<file path="config.mk">
export PLATFORM = sky130hd
export DESIGN_NAME = bomb_controller
export DESIGN_NICKNAME = d
export VERILOG_FILES = /design/src/rtl/bomb_controller_pkg.sv /design/src/rtl/bomb_controller_tick_countdown.sv /design/src/rtl/bomb_controller.sv
export SDC_FILE = /design/constraint.sdc
export NUM_CORES = 1
export LEC_CHECK = 0
export ABC_CLOCK_PERIOD_IN_PS = 5600
export CAP_MARGIN = 20
export CORE_UTILIZATION = 55
export DETAILED_ROUTE_END_ITERATION = 16
export GPL_TIMING_DRIVEN = 1
export PLACE_DENSITY = 0.88
export SLEW_MARGIN = 10
export SYNTH_ARGS = -nofsm -noshare
export SYNTH_HDL_FRONTEND = slang
export SYNTH_HIERARCHICAL = 1
export SYNTH_SLANG_ARGS = --single-unit
</file>
<file path="constraint.sdc">
create_clock -name clk -period 5.6 [get_ports clk]
set_input_delay 0.84 -clock clk [delete_from_list [all_inputs] [get_ports clk]]
set_output_delay 0.84 -clock clk [all_outputs]
set_load 0.02 [all_outputs]
</file>
<file path="src/rtl/bomb_controller_pkg.sv">
// Shared game definitions: FSM encodings, play-field clamp limits and a clamp helper.
// Pure declarations; no timing, no flow control.
package game_defs;

   typedef enum logic [1:0] {
      IDLE     = 2'b00,
      ARMED    = 2'b01,
      BLAST    = 2'b10,
      COOLDOWN = 2'b11
   } state_t;

   localparam int X_MIN = 26;
   localparam int X_MAX = 614;
   localparam int Y_MIN = 27;
   localparam int Y_MAX = 453;

   // Phase counters are sized generously; tick counts are small game constants.
   localparam int CNT_W = 16;

   function automatic int clamp(input int v, input int lo, input int hi);
      if (v < lo) return lo;
      if (v > hi) return hi;
      return v;
   endfunction

endpackage

</file>
<file path="src/rtl/bomb_controller_tick_countdown.sv">
// Loadable down-counter stepped by the game tick; zero is a same-cycle pulse on the 1->0 tick.
// Load wins over a coincident tick; no backpressure.
module tick_countdown #(
   parameter int W = 16
) (
   input  logic         clk,
   input  logic         reset,
   input  logic         load,
   input  logic [W-1:0] load_val,
   input  logic         en,
   output logic         zero
);

   logic [W-1:0] count;

   // Combinational so the FSM can react on the decisive tick and register its outputs 1 clk later.
   assign zero = en && !load && (count == W'(1));

   always_ff @(posedge clk or posedge reset) begin
      if (reset) begin
         count <= '0;
      end else if (load) begin
         count <= load_val;
      end else if (en && (count != '0)) begin
         count <= count - W'(1);
      end
   end

endmodule

</file>
<file path="src/rtl/bomb_controller.sv">
// Single-bomb lifecycle (drop, fuse, blast, cooldown) feeding the renderer's circle test.
// Outputs registered, 1 clk after the decisive tick or drop edge; drop edges outside IDLE are dropped.
module bomb_controller
   import game_defs::*;
#(
   parameter int POS_W       = 10,
   parameter int FUSE_TICKS  = 96,
   parameter int BLAST_TICKS = 32,
   parameter int COOL_TICKS  = 16,
   parameter int RAD_INIT    = 15,
   parameter int RAD_STEP    = 3,
   parameter int RAD_MAX     = 60
) (
   input  logic             clk,
   input  logic             reset,
   input  logic             tick,
   input  logic             drop_req,
   input  logic [POS_W-1:0] player_x,
   input  logic [POS_W-1:0] player_y,
   output logic [POS_W-1:0] bomb_x,
   output logic [POS_W-1:0] bomb_y,
   output logic [POS_W-1:0] bomb_rad,
   output logic             bomb_visible,
   output logic             blast_active,
   output logic             exploded,
   output logic             busy,
   output logic [1:0]       state_o
);

   state_t           state;
   logic             drop_prev;
   logic             drop_rise;
   logic             load_fuse, load_blast, load_cool;
   logic             fuse_zero, blast_zero, cool_zero;
   logic [POS_W:0]   rad_sum;
   logic [POS_W-1:0] rad_next;

   assign drop_rise  = drop_req && !drop_prev;
   assign load_fuse  = (state == IDLE)  && drop_rise;
   assign load_blast = (state == ARMED) && fuse_zero;
   assign load_cool  = (state == BLAST) && blast_zero;
   assign state_o    = state;

   // One extra bit so the saturation compare sees the true sum instead of a wrapped one.
   assign rad_sum  = {1'b0, bomb_rad} + (POS_W+1)'(RAD_STEP);
   assign rad_next = (rad_sum > (POS_W+1)'(RAD_MAX)) ? POS_W'(RAD_MAX) : rad_sum[POS_W-1:0];

   tick_countdown #(.W(CNT_W)) u_fuse (
      .clk(clk), .reset(reset), .load(load_fuse), .load_val(CNT_W'(FUSE_TICKS)),
      .en(tick && (state == ARMED)), .zero(fuse_zero)
   );

   tick_countdown #(.W(CNT_W)) u_blast (
      .clk(clk), .reset(reset), .load(load_blast), .load_val(CNT_W'(BLAST_TICKS)),
      .en(tick && (state == BLAST)), .zero(blast_zero)
   );

   tick_countdown #(.W(CNT_W)) u_cool (
      .clk(clk), .reset(reset), .load(load_cool), .load_val(CNT_W'(COOL_TICKS)),
      .en(tick && (state == COOLDOWN)), .zero(cool_zero)
   );

   always_ff @(posedge clk or posedge reset) begin
      if (reset) begin
         state        <= IDLE;
         drop_prev    <= 1'b0;
         bomb_x       <= '0;
         bomb_y       <= '0;
         bomb_rad     <= '0;
         bomb_visible <= 1'b0;
         blast_active <= 1'b0;
         exploded     <= 1'b0;
         busy         <= 1'b0;
      end else begin
         drop_prev <= drop_req;
         exploded  <= 1'b0;
         case (state)
            IDLE: begin
               if (drop_rise) begin
                  state        <= ARMED;
                  bomb_x       <= POS_W'(clamp(int'(player_x), X_MIN, X_MAX));
                  bomb_y       <= POS_W'(clamp(int'(player_y), Y_MIN, Y_MAX));
                  bomb_rad     <= POS_W'(RAD_INIT);
                  bomb_visible <= 1'b1;
                  busy         <= 1'b1;
               end
            end
            ARMED: begin
               if (fuse_zero) begin
                  state        <= BLAST;
                  exploded     <= 1'b1;
                  blast_active <= 1'b1;
                  bomb_rad     <= POS_W'(RAD_INIT);
               end
            end
            BLAST: begin
               if (blast_zero) begin
                  state        <= COOLDOWN;
                  bomb_rad     <= '0;
                  bomb_visible <= 1'b0;
                  blast_active <= 1'b0;
               end else if (tick) begin
                  bomb_rad <= rad_next;
               end
            end
            COOLDOWN: begin
               if (cool_zero) begin
                  state <= IDLE;
                  busy  <= 1'b0;
               end
            end
            default: state <= IDLE;
         endcase
      end
   end

endmodule

</file>
; ---- Yosys cells after proc, flatten, opt, wreduce, memory -nomap -nowiden
; Index checks and enable logic that the tools add are counted.
; W data, S select, Z words.
[classes]
n_addsub = 4
magnitude_cmp = 5
n_eq_ne = 11
muxes = 48
n_reduce_logical = 37
[op_table]
columns = operator, count
row1 = $mux W10, 10
row2 = $mux W16, 6
row3 = $eq A16 B1 Y1 const B, 3
row4 = $reduce_bool A16 Y1, 3
row5 = $sub A16 B1 Y16 const B, 3
row6 = $pmux W10 S3, 1
row7 = $lt A10 B5 Y1 const B, 2
row8 = $mux W1, 20
row9 = $logic_and A1 B1 Y1, 16
row10 = $reduce_bool A2 Y1, 6
row11 = $add A10 B2 Y11 const B, 1
row12 = $gt A11 B6 Y1 const B, 1
row13 = $gt A10 B10 Y1 const B, 1
row14 = $gt A10 B9 Y1 const B, 1
row15 = $mux W5, 2
row16 = $mux W9, 1
row17 = $reduce_and A3 Y1, 3
row18 = $mux W2, 4
row19 = $ne A2 B2 Y1 const B, 4
row20 = $pmux W2 S4, 1
row21 = $reduce_and A4 Y1, 2
row22 = $pmux W1 S2, 3
row23 = $eq A2 B2 Y1 const B, 2
row24 = $logic_not A1 Y1, 4
row25 = other kinds (5), 5
[totals]
register_bits = 85
inputBits = 24
wordCells = 117

; ---- Longest topological paths before layout
[logic_depth]
word_depth = 16
mapped_depth = 22

; ---- Cells and area by module
; Netlist, hierarchy kept.
[by_module_without_submodules]
columns = module, n_inst, cells_per_inst, area_each_um2, seq_area_each_um2
row1 = tick_countdown (u_blast ...), 2, 119, 1097.3, 400.4
row2 = bomb_controller, 1, 205, 1971.9, 925.9
row3 = tick_countdown (u_fuse), 1, 124, 1081.0, 400.4

; ---- Least setup slack after synthesis
; No wires, ideal clock.
[synth_path]
kind = register -> register
startpoint = reg state[0], in the netlist state_o[0]
endpoint = reg state[1], in the netlist state_o[1]
setup_time_ns = 0.125
arrival_time_ns = 3.867
required_ns = 5.475
setup_slack_ns = 1.609
stages_incl_launch_ff = 23
path_buffers = 4
period_less_slack_ns = 3.991
path_cell_list = dfrtp_1 inv_1 ha_1 inv_1 or2_1 clkbuf_1 inv_1 buf_4 buf_4 clkinv_1 clkbuf_1 nand4_1 nor2_1 and2_1 inv_1 and4_1 inv_1 nor2_1 inv_1 and4_1 o21ai_0 a21oi_1 mux2_2
[synth_between]
elab_chain_len = 15
word_cells_on_any_way = 25
classes_between = eq/ne: 7 / mux: 1 / reduce/logical: 17
[synth_rtl]
columns = element, line
row1 = from (decl), bomb_controller.sv:30  ; state_t state;
row2 = from (signal assigned), bomb_controller.sv:65  ; state <= IDLE;
row3 = from (signal assigned), bomb_controller.sv:80  ; state <= ARMED;
row4 = from (signal assigned), bomb_controller.sv:90  ; state <= BLAST;
row5 = $logic_not A2 Y1, bomb_controller.sv:39  ; assign load_fuse = (state == IDLE) && drop_rise;
row6 = $logic_and A1 B1 Y1, bomb_controller.sv:39
row7 = via load_fuse, bomb_controller.sv:33  ; logic load_fuse, load_blast, load_cool;
row8 = $logic_not A1 Y1, bomb_controller_tick_countdown.sv:17  ; assign zero = en && !load && (count == W'(1));
row9 = $logic_and A1 B1 Y1 (2 in series), bomb_controller_tick_countdown.sv:17
row10 = via fuse_zero, bomb_controller.sv:34  ; logic fuse_zero, blast_zero, cool_zero;
row11 = $logic_and A1 B1 Y1, bomb_controller.sv:40  ; assign load_blast = (state == ARMED) && fuse_zero;
row12 = via load_blast, bomb_controller.sv:33
row13 = [... 3 more ...], n/a
row14 = via blast_zero, bomb_controller.sv:34
row15 = $logic_and A1 B1 Y1, bomb_controller.sv:41  ; assign load_cool = (state == BLAST) && blast_zero;
row16 = via load_cool, bomb_controller.sv:33
row17 = $logic_not A1 Y1, bomb_controller_tick_countdown.sv:17
row18 = $logic_and A1 B1 Y1 (2 in series), bomb_controller_tick_countdown.sv:17
row19 = via cool_zero, bomb_controller.sv:34
row20 = $ne A2 B2 Y1 (no source line), n/a
row21 = $reduce_and A4 Y1 (no source line), n/a
; The timed path passes the listed nets, and every way through them passes these cells.
; A chain may end at the register's enable or synchronous reset.

; ---- Worst setup path after layout
[layout_path]
startpoint = in drop_req
endpoint = reg state[1], in the netlist state_o[1]
[layout_between]
elab_chain_len = 15
word_cells_on_any_way = 18
classes_between = eq/ne: 4 / reduce/logical: 14
[layout_rtl]
columns = element, line
row1 = from (decl), bomb_controller.sv:17  ; input logic drop_req,
row2 = $logic_and A1 B1 Y1, bomb_controller.sv:38  ; assign drop_rise = drop_req && !drop_prev;
row3 = $logic_and A1 B1 Y1, bomb_controller.sv:39
row4 = $logic_not A1 Y1, bomb_controller_tick_countdown.sv:17
row5 = $logic_and A1 B1 Y1 (2 in series), bomb_controller_tick_countdown.sv:17
row6 = via fuse_zero, bomb_controller.sv:34
row7 = $logic_and A1 B1 Y1, bomb_controller.sv:40
row8 = via load_blast, bomb_controller.sv:33
row9 = $logic_not A1 Y1, bomb_controller_tick_countdown.sv:17
row10 = $logic_and A1 B1 Y1 (2 in series), bomb_controller_tick_countdown.sv:17
row11 = via blast_zero, bomb_controller.sv:34
row12 = $logic_and A1 B1 Y1, bomb_controller.sv:41
row13 = via load_cool, bomb_controller.sv:33
row14 = $logic_not A1 Y1, bomb_controller_tick_countdown.sv:17
row15 = $logic_and A1 B1 Y1 (2 in series), bomb_controller_tick_countdown.sv:17
row16 = via cool_zero, bomb_controller.sv:34
row17 = $ne A2 B2 Y1 (no source line), n/a
row18 = $reduce_and A4 Y1 (no source line), n/a
; The timed path passes the listed nets, and every way through them passes these cells.

==> flow_summary_export.csv <==
group,metric,value,unit
critical_path,max_stage_delay,0.52,ns
detailed_routing,wire_per_inst,15.6,um
clock_network,post_cts_buffers,0,
clock_network,worstSkewPairLatency,0.36,ns
place,io_buffers,59,
place,dp_hpwl,8.73,mm
clock_network,clock-sinks,85,
layout,final_area,6320,sq um
clock_network,root_buffer,"clkbuf_8",
detailed_routing,ant_nets,0,
floorplanning,rows,35,
worst_hold_path,min_to,"bomb_x[7]$_DFFE_PP0P_",
critical_path,critical_path.max_fanout,21,
place,place.gp.congestion,0.916,
pwr,power.total,2.89,mW
run,max_cap_violations,0,
pwr,peakVddDrop,0.188,mV
synthesis,synth_common_cells,"85 x dfrtp_1, 56 x nand2_1, 52 x nor2_1",
critical_path,r2r_start,"state_o[1]$_DFFE_PP0P_",
clock_network,cts_resized,0,
synthesis,synth_top_area_cell,"dfrtp_1",
layout,final_cells,799,
clock_network,clockBufferDepth,2,
layout,drive_above_1_share,8.96,%
global_route,grt-ovfl-total,0,
synthesis,syn-instance-count,567,
critical_path,crit_buf_inv,8,
worst_hold_path,min_path_cells,2,
critical_path,rrSetupSlack,0.93,ns
detailed_routing,dr.pass1.iters,5,
timing,worst_pin_slew,0.775,ns
timing,max_freq,208,MHz
global_route,antenna_found_initial,0,
timing,setup_tns,0,ns
detailed_routing,via_per_inst,6.03,
synthesis,yosysSeqAreaShare,40.5,%
critical_path,crit_required,5.84,ns
pwr,powerDensity,458,nW/um^2
detailed_routing,drc,0,
detailed_routing,drt-total-wl,12.4,mm
critical_path,cp-start-kind,"primary input",
global_route,first_global_vias,4557,
synthesis,netlist_area,5250,sq um
clock_network,cts_hold_buf,0,
clock_network,cts_tree,"done",
synthesis,ys_ff_latch,85,
timing,setup_viol,0,
worst_hold_path,hp-start,"bomb_x[7]$_DFFE_PP0P_",
pwr,p_leak,2.68,nW
clock_network,cts_made_buffers,9,
timing,hold_viol,0,
critical_path,cpMostUsedCell,"inv_1",
critical_path,cp_slowest_cell,"clkdlybuf4s50_1",
layout,area_delta_synth_final,20.4,%
timing,hold_ws,0.485,ns
global_route,grt_use_total,26.3,%
clock_network,clkTransAtPathRegs,0.08,ns
floorplanning,die_w,99.7,um
layout,antennaDiodeCount,0,
floorplanning,core-area,9240,sq um
global_route,grt_max_degree,39,
synthesis,synth_top_area_share,40.5,%
timing,finalCritPeriodShare,85.8,%
synthesis,syn_area_per_cell,9.25,sq um
synthesis,synth_cell_type_count,85,
floorplanning,io-pin-count,60,
floorplanning,start_util,56.8,%
critical_path,crit_path_end_kind,"flip-flop",
timing,grt_setup_unrepaired,"false",
critical_path,critPathKind,"primary input to flip-flop",
synthesis,ys_warn_count,6,
timing,finalCriticalPeriod,4.81,ns
floorplanning,fp.dieH,99.7,um
timing,slew_violations,0,
critical_path,reg2regPathDepth,20,
clock_network,htree_levels,3,
global_route,grt_pass1_wl,21.1,mm
detailed_routing,num_vias,4815,
place,dpl-instance-area,6100,sq um
timing,slew_headroom,48.3,%
worst_hold_path,min_path_type,"flip-flop to flip-flop",
critical_path,arrival,5.05,ns
synthesis,synth-main-ff-cell,"dfrtp_1",
floorplanning,die_area,9940,sq um
outcome,status,"finished, final reports clean",
critical_path,r2r-end,"state_o[1]$_DFFE_PP0P_",
place,dp_cells,783,
detailed_routing,first_iter_violations,226,
critical_path,crit_chain,"clkdlybuf4s50_1 > nand2b_4 > or2_1 > inv_1 > clkinv_1 > buf_4 > nand4_1 > nor2_1 > and2_1 > inv_1 > and4_1 > inv_1 > nor2_1 > buf_4 > inv_1 > and4_1 > o21ai_0 > a21oi_1 > mux2_2",
layout,layout.nets,703,
synthesis,synthArstFlopShare,100,%
synthesis,ys_top_cells_by_area,"dfrtp_1 41%, nand2_1 4.0%, nor2_1 3.7%",
critical_path,crit_family,"buffers and inverters",
synthesis,synth_most_common_cell,"dfrtp_1",
timing,skew,0.0164,ns
synthesis,synth_edf_count,0,
[cell families after synthesis]
group                    share of synthesized area, %
AND/OR/NAND/NOR                                  29.0
AO/OA/AOI/OAI                                    21.2
flip-flops                                       40.5
buffers and inverters                            4.24
adder cells (fa/ha/maj)                          3.34
multiplexers                                     1.03
XOR/XNOR                                        0.501
other                                           0.143
[area by class of cell]
class	instances	area, sq um
Multi-Input combinational cell	476	3070
Fill cell	699	2920
Clock buffer	11	151
Inverter	28	105
Timing Repair Buffer	65	636
Tap cell	129	161
Clock inverter	5	67.6
Sequential cell	85	2130
[tightest hold or removal path, stage by stage (launching register included)]
cell and delay (ns):
dfrtp_1 0.35, nand2_1 0.05, nand2_1 0.05
[placed cells by master (no fill, tap or decap), types with 5 or more instances in the layout]
cell type and count:
a2bb2oi_1 5, conb_1 48, nor2b_1 8, ha_1 14, nand3_1 6, nand4b_1 7, o41ai_1 8, nor2_1 52
buf_4 6, a211o_1 6, nor4_1 6, nand2b_1 7, nor3_1 15, nand4_1 13, clkbuf_8 11, o21ai_0 21
o31a_1 7, a21oi_1 33, or4_1 8, nand2_1 56, nor4b_1 5, a31oi_1 15, inv_1 27, o31ai_1 7
and2_1 15, dfrtp_1 85, clkdlybuf4s50_1 59, and3_1 7
[layer usage]
| layer | up-vias | global-route usage, % | wire length (um) |
|---|---|---|---|
| li1 | 2275 | - | - |
| met1 | 2307 | 33.6 | 5310 |
| met2 | 206 | 45.4 | 6180 |
| met3 | 27 | 3.16 | 734 |
| met4 | 0 | 10.4 | 205 |
| met5 | - | 0 | 0 |
[registers in the layout, indices dropped and copies added (netlist names)]
signal	cells
state_o	2
bomb_rad	10
bomb_visible	1
bomb_x	10
u_cool/count	16
drop_prev	1
busy	1
u_fuse/count	16
bomb_y	10
u_blast/count	16
blast_active	1
exploded	1
[report_power, final]
group	switching, mW	internal, mW
sequential	0.299	0.840
combinational	0.697	0.588
clock	0.233	0.236
total	1.23	1.66
[worst max path at each step]
| stage | from | endpoint | slack (ns) | cells after the start |
|---|---|---|---|---|
| final | drop_req | state_o[1]$_DFFE_PP0P_ | 0.79 | 19 |
| after global routing | drop_req | state_o[1]$_DFFE_PP0P_ | 0.38 | 19 |
| after CTS | drop_req | state_o[1]$_DFFE_PP0P_ | 0.82 | 19 |
| after detailed placement | drop_req | state_o[1]$_DFFE_PP0P_ | 0.45 | 19 |
| after global placement | drop_req | state_o[1]$_DFFE_PP0P_ | 0.66 | 19 |
| after floorplan | state_o[0]$_DFFE_PP0P_ | state_o[1]$_DFFE_PP0P_ | 1.61 | 22 |
[stage by stage]
| step | worst slack [ns] | utilization [%] |
|---|---|---|
| floorplan | 1.61 | - |
| global placement | 0.657 | 66.0 |
| detailed placement | 0.446 | 66.0 |
| CTS | 0.823 | 68.4 |
| global route | 0.381 | 68.4 |
| finish | 0.795 | 68.4 |
Power figures use the tool's default switching activity.
